==> config.mk <==
export PLATFORM = sky130hd
export DESIGN_NAME = rtot_packer
export DESIGN_NICKNAME = d
export VERILOG_FILES = /design/src/rtl/rtot_packer.sv
export SDC_FILE = /design/constraint.sdc
export NUM_CORES = 1
export LEC_CHECK = 0
export ABC_AREA = 1
export CORE_UTILIZATION = 35
export CTS_CLUSTER_DIAMETER = 100
export DETAILED_ROUTE_END_ITERATION = 7
export GPL_ROUTABILITY_DRIVEN = 0
export PLACE_DENSITY = 0.58
export SYNTH_ARGS = -nofsm -noshare
export SYNTH_HDL_FRONTEND = slang
export SYNTH_SLANG_ARGS = --single-unit
==> constraint.sdc <==
create_clock -name clk -period 3.55 [get_ports clk]
set_input_delay 0.8875 -clock clk [delete_from_list [all_inputs] [get_ports clk]]
set_output_delay 0.8875 -clock clk [all_outputs]
set_load 0.01 [all_outputs]
==> src/rtl/rtot_packer.sv <==
// rtl/rtot_packer.sv - nibble-to-word packer with flush and a small output FIFO
module rtot_packer #(
  parameter int NIB_W = 4,
  parameter int NIBS  = 3,
  parameter int DEPTH = 2
) (
  input  logic                  clk,
  input  logic                  rst_n,
  input  logic                  in_valid,
  input  logic [NIB_W-1:0]      in_nib,
  input  logic                  flush,
  output logic                  in_ready,
  output logic                  out_valid,
  output logic [NIBS*NIB_W-1:0] out_word,
  output logic [1:0]            out_cnt,
  input  logic                  out_ready,
  output logic [15:0]           word_cnt
);
  localparam int WORD_W = NIBS * NIB_W;
  localparam int PTR_W  = (DEPTH > 1) ? $clog2(DEPTH) : 1;
  localparam int CNT_W  = $clog2(DEPTH + 1);

  typedef enum logic {IDLE = 1'b0, PART = 1'b1} state_t;

  state_t            state, state_nxt;
  logic [1:0]        idx, idx_nxt;
  logic [WORD_W-1:0] asm_q, asm_nxt, asm_with;
  logic              accept, do_flush, pop;
  logic              push;
  logic [WORD_W-1:0] push_word;
  logic [1:0]        push_cnt;
  int                pos;

  logic [WORD_W-1:0] mem_word [DEPTH];
  logic [1:0]        mem_cnt  [DEPTH];
  logic [PTR_W-1:0]  wr_ptr, rd_ptr;
  logic [CNT_W-1:0]  fifo_count;

  function automatic logic [PTR_W-1:0] ptr_inc(input logic [PTR_W-1:0] p);
    return (p == PTR_W'(DEPTH - 1)) ? '0 : p + 1'b1;
  endfunction

  always_ff @(posedge clk) begin
    if (!rst_n) begin
      state <= IDLE;
      idx   <= '0;
      asm_q <= '0;
    end else begin
      state <= state_nxt;
      idx   <= idx_nxt;
      asm_q <= asm_nxt;
    end
  end

  // A nibble landing in the same cycle as a flush is merged before the word is closed.
  always_comb begin
    accept    = in_valid && in_ready;
    do_flush  = flush && in_ready;
    pos       = (NIBS - 1 - int'(idx)) * NIB_W;
    asm_with  = asm_q;
    if (accept) asm_with[pos +: NIB_W] = in_nib;
    state_nxt = state;
    idx_nxt   = idx;
    asm_nxt   = asm_q;
    push      = 1'b0;
    push_word = asm_with;
    push_cnt  = '0;
    if (accept && idx == 2'(NIBS - 1)) begin
      push      = 1'b1;
      push_cnt  = 2'(NIBS);
      idx_nxt   = '0;
      asm_nxt   = '0;
      state_nxt = IDLE;
    end else if (accept && do_flush) begin
      push      = 1'b1;
      push_cnt  = idx + 2'd1;
      idx_nxt   = '0;
      asm_nxt   = '0;
      state_nxt = IDLE;
    end else if (accept) begin
      idx_nxt   = idx + 2'd1;
      asm_nxt   = asm_with;
      state_nxt = PART;
    end else if (do_flush && state == PART) begin
      push      = 1'b1;
      push_cnt  = idx;
      idx_nxt   = '0;
      asm_nxt   = '0;
      state_nxt = IDLE;
    end
  end

  always_comb begin
    in_ready  = rst_n && (fifo_count < CNT_W'(DEPTH));
    out_valid = (fifo_count != '0);
    pop       = out_valid && out_ready;
    out_word  = out_valid ? mem_word[rd_ptr] : '0;
    out_cnt   = out_valid ? mem_cnt[rd_ptr] : '0;
  end

  always_ff @(posedge clk) begin
    if (!rst_n) begin
      wr_ptr     <= '0;
      rd_ptr     <= '0;
      fifo_count <= '0;
      word_cnt   <= '0;
    end else begin
      if (push) wr_ptr <= ptr_inc(wr_ptr);
      if (pop) begin
        rd_ptr   <= ptr_inc(rd_ptr);
        word_cnt <= word_cnt + 16'd1;
      end
      if (push && !pop)      fifo_count <= fifo_count + 1'b1;
      else if (!push && pop) fifo_count <= fifo_count - 1'b1;
    end
  end

  // Pushes need in_ready, so storage never sees a write during reset or when full.
  always_ff @(posedge clk) begin
    if (push) begin
      mem_word[wr_ptr] <= push_word;
      mem_cnt[wr_ptr]  <= push_cnt;
    end
  end
endmodule

# After elaboration in Yosys (flattened, before gate mapping)
# Memory sizes are Yosys's and may differ from the RTL's. A register that Yosys moved wholly into a read port is not among the register bits.
# Index checks and enable logic that the tools add are counted.
# op_classes
n_addsub,8
mul,0
div,0
n_lt_le_gt_ge,1
eq_ne,1
shift,2
n_mux,28
bitwise_logic,1
n_reduce_logical,15
# ops
operator,n
$mux 12,4
$neg 5->33,1
$shift 4x33->12 const A,1
$shiftx 4x33->12,1
$mux 2,9
$add 16x1->16 const B,1
$mux 1,14
$bwmux 12,1
$logic_and 1x1->1,9
$reduce_bool 2->1,3
$add 2x1->2 const B,2
$reduce_or 3->1,1
$sub 2x2->3 const A,1
$add 1x1->1 const B,2
$eq 2x2->1 const B,1
$logic_not 1->1,2
$lt 2x2->1 const B,1
$sub 2x1->2 const B,1
$not 1->1,1
# totals
ff_bits,35
latchBits,0
mem_bits_rw,28
romBits,0
in_bits,9
out_inout_bits,32
elab_cells,65
memories,2
# mem_list
name,depth,word_bits,read_ports,rd_clocked_by_memory_dff,write_ports,line_no,rtl
mem_word,2,12,1,1,1,34,logic [WORD_W-1:0] mem_word [DEPTH];
mem_cnt,2,2,1,1,1,35,logic [1:0] mem_cnt [DEPTH];

# Depth between registers and ports, before layout
# Gate-level depths: netlist of the first run.
# depth
depth_word,12
depth_mapped,11

# Least setup slack after synthesis of the first run
# No wires, ideal clock.
# synth_path
path_kind,input port to flip-flop
from,input port rst_n
to,register fifo_count[1]
setup_time_ns,0.116
arrival_ns,2.082
slack_ns,1.352
path_stages,11
path_cell_list,inv_2 > nor2_4 > nand2_2 > inv_2 > nand2_2 > nand3_2 > ha_1 > a21oi_1 > o21ai_0 > xor2_1 > nor2_1
# synth_via
elab_chain_cells,10
elab_cells_between_ends,15
cone_classes,5 x mux; 10 x reduce/logical
# synth_lines
item,line_no,rtl
from (decl),8,"input logic rst_n,"
$logic_and 1x1->1 *,94,in_ready = rst_n && (fifo_count < CNT_W'(DEPTH));
via in_ready,12,"output logic in_ready,"
$logic_and 1x1->1,58,do_flush = flush && in_ready;
$logic_and 1x1->1,84,end else if (do_flush && state == PART) begin
$mux 1,84,
$mux 1,80,end else if (accept) begin
$mux 1,74,end else if (accept && do_flush) begin
$mux 1 *,68,if (accept && idx == 2'(NIBS - 1)) begin
via push,29,logic push;
$logic_not 1->1,114,else if (!push && pop) fifo_count <= fifo_count - 1'b1;
$logic_and 1x1->1,114,
$reduce_bool 2->1 (no source line),-,
to (signal assigned),113,if (push && !pop) fifo_count <= fifo_count + 1'b1;
to (signal assigned),114,
to (decl),37,logic [CNT_W-1:0] fifo_count;
# The timed path passes the listed nets; every way through them passes the cells marked *.
# A chain may end at the register's enable or synchronous reset.

# Worst setup path after layout of the first run
# layout_path
from,input port rst_n
to,output port in_ready
# layout_via
elab_chain_cells,1
# layout_lines
item,line_no
$logic_and 1x1->1,94
to (decl),12
# No other way between the ends.

==> results.json, run 1 <==
{
  "wl_per_cell_um": 11.8,
  "via_count": 2455,
  "worst_slew_pin_slew_ps": 710,
  "path_buf_inv": 3,
  "coreArea_um2": 8260,
  "firstDrtPassIters": 4,
  "hold_path_class": "flip-flop to flip-flop",
  "setup.worst_path.end_class": "primary output",
  "cts_setup_buffers": 0,
  "place_hpwl_mm": 4.39,
  "post-place-cells": 506,
  "final_cells": 522,
  "diodes": 0,
  "crit_type": "primary input to primary output",
  "routed_wl_mm": 6.16,
  "drcViolationCount": 0,
  "crit_chain": "clkdlybuf4s50_1, inv_2, nor2_4, clkdlybuf4s50_1",
  "grt_pass1_wl_mm": 10.1,
  "worstSkewPairLatency_ps": 340,
  "grt.total_usage_pct": 14.8,
  "drive_above_1_share_pct": 8.15,
  "yosysTopAreaCell": "edfxtp_1",
  "fp.dieW_um": 94.6,
  "ys_seq_elements": 64,
  "synth_cell_types": 24,
  "maxCapViolCount": 0,
  "power.density_nw_per_um2": 546,
  "synth_top_area_share_pct": 28.0,
  "rr_startpoint": "idx[0]",
  "finalSetupTns_ps": 0,
  "root_buffer": "clkbuf_8",
  "globalRouteMet1Util_pct": 19.6,
  "io_buffer_count": 40,
  "syn_area_per_cell_um2": 8.13,
  "crit_path_start_kind": "primary input",
  "crit_arrival_ps": 2140,
  "p_leak_nw": 1.44,
  "clk_pin_slew_ps": 70,
  "ant_nets": 0,
  "crit_slowest_cell": "clkdlybuf4s50_1",
  "syn_inst": 369,
  "crit_family": "buffers and inverters",
  "synthesis.area_um2": 3000,
  "post-route-period-util_pct": 85.3,
  "drt_iter0_markers": 115,
  "critPathMaxFanout": 7,
  "startpoint": "rst_n",
  "fmax_mhz": 330,
  "fp.dieH_um": 94.6,
  "rows": 33,
  "cts_hold_buf": 0,
  "cts_sinks": 64,
  "outcome": "finished clean",
  "finClkSkew_ps": 10.1,
  "gr-total-overflow": 0,
  "post-route-min-period_ps": 3030,
  "ios": 41,
  "antenna_found_initial": 0,
  "ctsResizeCount": 0,
  "area_growth_pct": 21.8,
  "cts_tree": "done",
  "syn_nets": 385,
  "grt_pass1_vias": 2199,
  "cts_buffer_depth": 2,
  "cpPeakStageDelay_ps": 560,
  "min-delay-start": "rd_ptr",
  "cp_common_cell": "clkdlybuf4s50_1",
  "max_slew_margin_pct": 52.6,
  "irDropWorstVdd_uv": 238,
  "yosysWarnings": 0,
  "vias_per_cell": 4.70,
  "start_util_pct": 36.3,
  "use_met3_pct": 3.70,
  "cts_buffers": 9,
  "slew_viol_final": 0,
  "rsz0062_at_grt": "no",
  "die_area_um2": 8940,
  "groute.layer.met2.usage_pct": 22.7,
  "place_ws_ps": 318,
  "grt.busiest_layer": "met2",
  "worst_slack_ps": 520,
  "cts_max_level": 3,
  "synth_seq_area_share_pct": 52.1,
  "hold_violations": 0,
  "synthTopCellsByArea": "edfxtp_1 28%, dfxtp_1 24%, nand2_1 15%",
  "grt_max_degree": 19,
  "crit_required_ps": 2660,
  "fin_nets": 428,
  "setup_violations": 0
}
-- worst register-to-register path, cell delays in order (launching register included) --
cell and delay [ps]:
dfxtp_1 570, inv_1 220, ha_1 440, inv_1 140
nor2_1 240, nand4_1 140, o21ai_0 100, nand2_1 90
o21ai_0 150
-- Yosys cell counts, drive strengths merged --
library cell and number:
inv 40, o21bai 1, nand2 123, nand3 6
nor3b 2, dfxtp 36, a21oi 38, xor2 3
nor3 3, clkbuf 7, and3b 1, o211ai 2
nor2 35, buf 3, o21ai 20, ha 7
edfxtp 28, nand4 14
-- registers in the layout, indices dropped and copies added, names as in the netlist, named ones only --
| name | flops |
|---|---|
| mem_word | 24 |
| word_cnt | 16 |
| asm_q | 12 |
| mem_cnt | 4 |
| fifo_count | 2 |
| idx | 2 |
| rd_ptr | 1 |
| state | 1 |
| wr_ptr | 1 |
-- layout make-up --
class	count	area (um2)
fill	825	4610
inverter	40	150
timing repair buffer	42	415
sequential	64	1560
multi-input combinational	255	1230
clock buffer	9	124
clock inverter	7	38.8
tap	105	131
-- path summary, 6_finish.rpt --
check / to / slack [ps] / cells after the start
worst max register to register: mem_word[0][1] / 1250 / 8
worst min-delay path: rd_ptr / 460 / 1
worst max-delay path: in_ready / 520 / 4
worst min register to register: rd_ptr / 460 / 1
-- stage by stage --
stage | util (%) | hold WS (ps) | cell area, um2 | power [mW]
after detailed placement | 42.3 | 449 | 3490 | 1.50
after global routing | 44.2 | 485 | 3650 | 2.12
after floorplan | - | 425 | 3000 | 1.23
after global placement | 42.3 | 435 | 3490 | 1.49
final | 44.2 | 456 | 3650 | 2.00
after CTS | 44.2 | 460 | 3650 | 2.02
-- metal layers --
| layer | vias to the layer above | wire length (um) |
|---|---|---|
| li1 | 1290 | - |
| met5 | - | 0 |
| met2 | 48 | 2800 |
| met3 | 10 | 264 |
| met4 | 0 | 110 |
| met1 | 1107 | 2980 |
-- kinds of logic (layout without fill, tap and decap cells) --
logic type	Yosys count	in the layout	synth area share (%)
and+or+nand+nor	184	184	26.8
xor gates and xnor gates	3	3	0.876
adders and majority gates	7	7	2.92
AOI/OAI and AO/OA	61	61	10.4
buffers and inverters	50	98	6.88
DFF	64	64	52.1
-- cell usage in the layout (no fill, tap or decap), types with 7 or more instances in the layout --
master and n:
dfxtp_1 36, o21ai_0 20, clkbuf_8 9, nand2_1 117, edfxtp_1 28, ha_1 7
nor2_1 29, a21oi_1 38, clkdlybuf4s50_1 40, nand4_1 14, inv_1 36
-- where the power goes --
group | internal, mW | total, mW | switching, mW | leakage [nW]
combinational | 0.254 | 0.604 | 0.350 | 0.806
sequential | 0.829 | 0.870 | 0.0417 | 0.553
clock | 0.245 | 0.522 | 0.276 | 0.0838
total | 1.33 | 2.00 | 0.669 | 1.44
No activity file was read; power rests on OpenSTA's default activity.
==> inputs of run 2 (changes only) <==
--- a/config.mk
+++ b/config.mk
@@ -10,6 +10,7 @@
 export CTS_CLUSTER_DIAMETER = 100
 export DETAILED_ROUTE_END_ITERATION = 7
 export GPL_ROUTABILITY_DRIVEN = 0
+export MAX_ROUTING_LAYER = met4
 export PLACE_DENSITY = 0.58
 export SYNTH_ARGS = -nofsm -noshare
 export SYNTH_HDL_FRONTEND = slang
==> constraint.sdc (replaced) <==
create_clock -name clk -period 3.4 [get_ports clk]
set_input_delay 0.85 -clock clk [delete_from_list [all_inputs] [get_ports clk]]
set_output_delay 0.85 -clock clk [all_outputs]
set_load 0.01 [all_outputs]
==> run 2 against run 1 <==
Against the previous run:
- sequential share of layout area shrank 0.56 points
- non-clock buffer count grew 2
- clock skew shrank 1.5 ps
- register-to-register slack lost 120 ps
- largest cell class unchanged
- highest routed layer unchanged
==> results.json, run 2 (same netlist as run 1, synthesis figures left out) <==
{
  "place_area_um2": 3500,
  "worst_slew_pin_slew_ps": 724,
  "fp.dieW_um": 94.6,
  "grt.total_usage_pct": 15.6,
  "outcome": "finished clean",
  "drt_iter0_markers": 145,
  "crit_arrival_ps": 2110,
  "stdcell_area_um2": 3700,
  "place_hpwl_mm": 4.38,
  "firstDrtPassIters": 4,
  "die_area_um2": 8940,
  "largest_register": "mem_word",
  "hold_path_class": "flip-flop to flip-flop",
  "crit_path_start_kind": "primary input",
  "coreArea_um2": 8260,
  "diodes": 0,
  "finalSetupTns_ps": 0,
  "io_buffer_count": 40,
  "finClkSkew_ps": 8.65,
  "worstSkewPairLatency_ps": 350,
  "maxCapViolCount": 0,
  "start_util_pct": 36.3,
  "grt_pass1_vias": 2197,
  "cts_buffer_depth": 2,
  "post-route-min-period_ps": 2960,
  "worst_slack_ps": 438,
  "critPathMaxFanout": 7,
  "hold_violations": 0,
  "p_total_mw": 2.19,
  "antenna_found_initial": 0,
  "fmax_mhz": 338,
  "rsz0062_at_grt": "no",
  "via_count": 2454,
  "grt_pass1_wl_mm": 10.2,
  "ios": 41,
  "reg_top3": "mem_word x24, word_cnt x16, asm_q x12",
  "rows": 33,
  "slew_viol_final": 0,
  "power.density_nw_per_um2": 591,
  "p_leak_nw": 1.46,
  "gr-total-overflow": 0,
  "largest_reg_flops": 24,
  "setup_violations": 0,
  "cts_max_level": 3,
  "fp.dieH_um": 94.6,
  "drive_above_1_share_pct": 9.07,
  "cts_sinks": 64,
  "place_ws_ps": 427,
  "clk_pin_slew_ps": 70,
  "root_buffer": "clkbuf_8",
  "cts_buffers": 9,
  "wl_per_cell_um": 11.8,
  "routed_wl_mm": 6.17,
  "vias_per_cell": 4.68,
  "post-route-period-util_pct": 87.1,
  "crit_required_ps": 2550,
  "irDropWorstVdd_uv": 269,
  "drcViolationCount": 0,
  "crit_type": "primary input to primary output",
  "fin_nets": 430,
  "setup.worst_path.end_class": "primary output",
  "area_growth_pct": 23.4,
  "final_util_pct": 44.8,
  "layout_common_cells": "117 x nand2_1, 40 x clkdlybuf4s50_1, 38 x a21oi_1, 36 x inv_1, 36 x dfxtp_1",
  "fill_cells": 849,
  "max_slew_margin_pct": 51.7,
  "ant_nets": 0,
  "grt_max_degree": 18,
  "cts_setup_buffers": 0,
  "ctsResizeCount": 0,
  "cts_hold_buf": 0,
  "cts_tree": "done",
  "final_common_cell": "nand2_1"
}
==> run 2: critical path, cell delays in order <==
cell and delay [ps]:
clkdlybuf4s50_1 490, inv_2 90, nor2_4 120, clkdlybuf4s50_1 560
==> run 2: final timing paths <==
path	from	end	slack [ps]	depth (start not counted)
worst max-delay path	rst_n	in_ready	440	4
worst min-delay path	rd_ptr	rd_ptr	460	1
worst max register to register	idx[0]	fifo_count[1]	1130	9
worst min register to register	rd_ptr	rd_ptr	460	1
==> run 2: cell type report <==
class                           count  area, um2  share of cell area, %
Clock inverter                      7       72.6                   1.96
Sequential cell                    64       1560                   42.2
Multi-Input combinational cell    255       1230                   33.3
Timing Repair Buffer               44        430                   11.6
Tap cell                          105        131                   3.55
Clock buffer                        9        124                   3.35
Inverter                           40        150                   4.06
==> run 2: power breakdown <==
part           switching (mW)  internal (mW)  leakage (nW)
clock network           0.307          0.338        0.0952
logic                   0.366          0.270         0.815
registers              0.0421          0.865         0.553
==> run 2: metrics by stage <==
step           std cells  hold slack, ps
3_5_place_dp         508             442
4_1_cts              524             465
6_report             524             464
3_3_place_gp         508             435
2_1_floorplan        369             425
5_1_grt              524             485
==> run 2: metal layers <==
layer	global-route usage [%]	share of wire, %
met5	-	0
met4	6.06	1.7
met3	4.11	3.3
met2	23.8	45
met1	19.7	50
==> inputs of run 3 (changes only) <==
--- a/config.mk
+++ b/config.mk
@@ -11,7 +11,7 @@
 export DETAILED_ROUTE_END_ITERATION = 7
 export GPL_ROUTABILITY_DRIVEN = 0
 export MAX_ROUTING_LAYER = met4
-export PLACE_DENSITY = 0.58
+export PLACE_DENSITY = 0.54
 export SYNTH_ARGS = -nofsm -noshare
 export SYNTH_HDL_FRONTEND = slang
 export SYNTH_SLANG_ARGS = --single-unit
==> constraint.sdc (replaced) <==
create_clock -name clk -period 2.4 [get_ports clk]
set_input_delay 0.6 -clock clk [delete_from_list [all_inputs] [get_ports clk]]
set_output_delay 0.6 -clock clk [all_outputs]
set_load 0.01 [all_outputs]
==> run 3 against run 2 <==
Against the previous run:
- clock skew fell by 0.59 ps
- largest cell class unchanged
- die area did not move
- register-to-register slack got worse by 710 ps
==> results.json, run 3 (same netlist as run 1, synthesis figures left out) <==
{
  "crit_path_start_kind": "flip-flop",
  "fp.dieW_um": 94.6,
  "place_hpwl_mm": 4.45,
  "start_util_pct": 36.3,
  "p_leak_nw": 1.53,
  "maxCapViolCount": 0,
  "power_frac_comb_pct": 30.0,
  "power.density_nw_per_um2": 831,
  "p_int_mw": 2.12,
  "coreArea_um2": 8260,
  "post-route-min-period_ps": 2310,
  "layout_common_cells": "117 x nand2_1, 38 x a21oi_1, 38 x clkdlybuf4s50_1, 35 x inv_1, 34 x dfxtp_1",
  "max_slew_margin_pct": 71.1,
  "holdPathStages": 1,
  "crit_required_ps": 1800,
  "worst_slack_ps": 85.6,
  "antenna_found_initial": 0,
  "final_common_cell": "nand2_1",
  "hold_path_class": "flip-flop to flip-flop",
  "reg_top3": "mem_word x24, word_cnt x16, asm_q x12",
  "area_growth_pct": 27.0,
  "drcViolationCount": 0,
  "grt_pass1_wl_mm": 10.4,
  "post-route-period-util_pct": 96.4,
  "gr-total-overflow": 0,
  "cts_buffer_depth": 2,
  "cts_tree": "done",
  "grt.total_usage_pct": 15.9,
  "outcome": "finished clean",
  "setup_violations": 0,
  "diodes": 0,
  "grt_pass1_vias": 2145,
  "cts_sinks": 64,
  "root_buffer": "clkbuf_8",
  "largest_reg_flops": 24,
  "cpPeakStageDelay_ps": 560,
  "hold_violations": 0,
  "cts_hold_buf": 0,
  "finClkSkew_ps": 8.05,
  "fp.dieH_um": 94.6,
  "setup.worst_path.end_class": "primary output",
  "fmax_mhz": 432,
  "largest_register": "mem_word",
  "power_frac_clock_pct": 29.0,
  "io_buffer_count": 40,
  "crit_type": "flip-flop to primary output",
  "crit_arrival_ps": 1710,
  "r2r_end": "mem_word[0][1]",
  "wl_per_cell_um": 12.0,
  "rrSetupSlack_ps": 420,
  "stdcell_area_um2": 3810,
  "pwr-share-seq_pct": 41.0,
  "rr_worst_depth": 8,
  "crit_slowest_cell": "clkdlybuf4s50_1",
  "worstSkewPairLatency_ps": 340,
  "die_area_um2": 8940,
  "place_ws_ps": -39.2,
  "vias_per_cell": 4.68,
  "whs_ps": 437,
  "crit_family": "buffers and inverters",
  "rows": 33,
  "rr_startpoint": "idx[1]",
  "ios": 41,
  "ant_nets": 0,
  "grt_max_degree": 18,
  "final_util_pct": 46.1,
  "irDropWorstVdd_uv": 402,
  "via_count": 2495,
  "drt_iter0_markers": 143,
  "min-delay-start": "rd_ptr",
  "critPathMaxFanout": 14,
  "cts_max_level": 3,
  "place_area_um2": 3590,
  "rsz0062_at_grt": "no",
  "p_switching_mw": 1.04,
  "worst_slew_pin_slew_ps": 432,
  "path_buf_inv": 2,
  "slew_viol_final": 0,
  "clk_pin_slew_ps": 80,
  "fin_nets": 439,
  "crit_chain": "buf_6, nand2_1, a21oi_1, clkdlybuf4s50_1",
  "power_switching_share_pct": 32.9,
  "firstDrtPassIters": 4,
  "routed_wl_mm": 6.39,
  "drive_above_1_share_pct": 11.4,
  "cts_buffers": 9
}
==> run 3: power groups by stage <==
stage                     clock network, mW  logic, mW  registers, mW
after floorplan                           0      0.522           1.30
after global placement                    0      0.951           1.30
after detailed placement                  0      0.958           1.30
after CTS                             0.947      0.961           1.29
after global routing                  0.986       1.06           1.31
final                                 0.916      0.950           1.30
==> run 3: what timing repair did <==
action	CTS	global route
pin swaps	0	1
endpoints found under the hold margin	0	0
setup endpoints to repair	15	7
buffers inserted	0	0
gates resized for setup	3	5
gates cloned	0	1
==> run 3: worst max-delay path by stage <==
stage,start,end,slack [ps],depth (start not counted)
2_1_floorplan,idx[0],fifo_count[1],250,11
3_3_place_gp,rst_n,in_ready,-40,4
3_5_place_dp,rst_n,in_ready,-40,4
4_1_cts,fifo_count[1],out_word[3],30,3
5_1_grt,flip-flop,out_word[10],20,4
6_report,flip-flop,out_word[9],90,4
==> run 3: per-stage QoR <==
step,total power [mW],std cells,TNS [ps]
final,3.17,533,0
after global routing,3.35,533,0
after CTS,3.20,532,0
after detailed placement,2.26,516,-39.2
after global placement,2.25,516,-43.4
after floorplan,1.83,369,0
==> run 3: layout make-up <==
class / instances / area (um2)
clock inverters: 7 / 71.3
flip-flops and latches: 64 / 1560
multi-input cells: 255 / 1240
well taps: 105 / 131
repair buffers: 52 / 520
clock buffers: 9 / 124
inverters: 40 / 154
fillers: 824 / 4450
repair inverters: 1 / 7.51
==> run 3: worst reg2reg max path, delay by kind of cell (launching register included) <==
| family | cells | cell delay (ps) |
|---|---|---|
| buffers and inverters | 2 | 220 |
| flip-flops | 1 | 450 |
| AND/OR/NAND/NOR | 3 | 430 |
| adder cells (fa/ha/maj) | 1 | 380 |
| AO/OA/AOI/OAI | 2 | 270 |
==> run 3: per-layer routing <==
metal,track usage [%],vias to the layer above,share of wire [%]
met2,22.6,45,44
met3,2.25,8,2.9
li1,-,1325,-
met1,22.0,1117,52
met5,-,-,0
met4,7.58,0,1.0
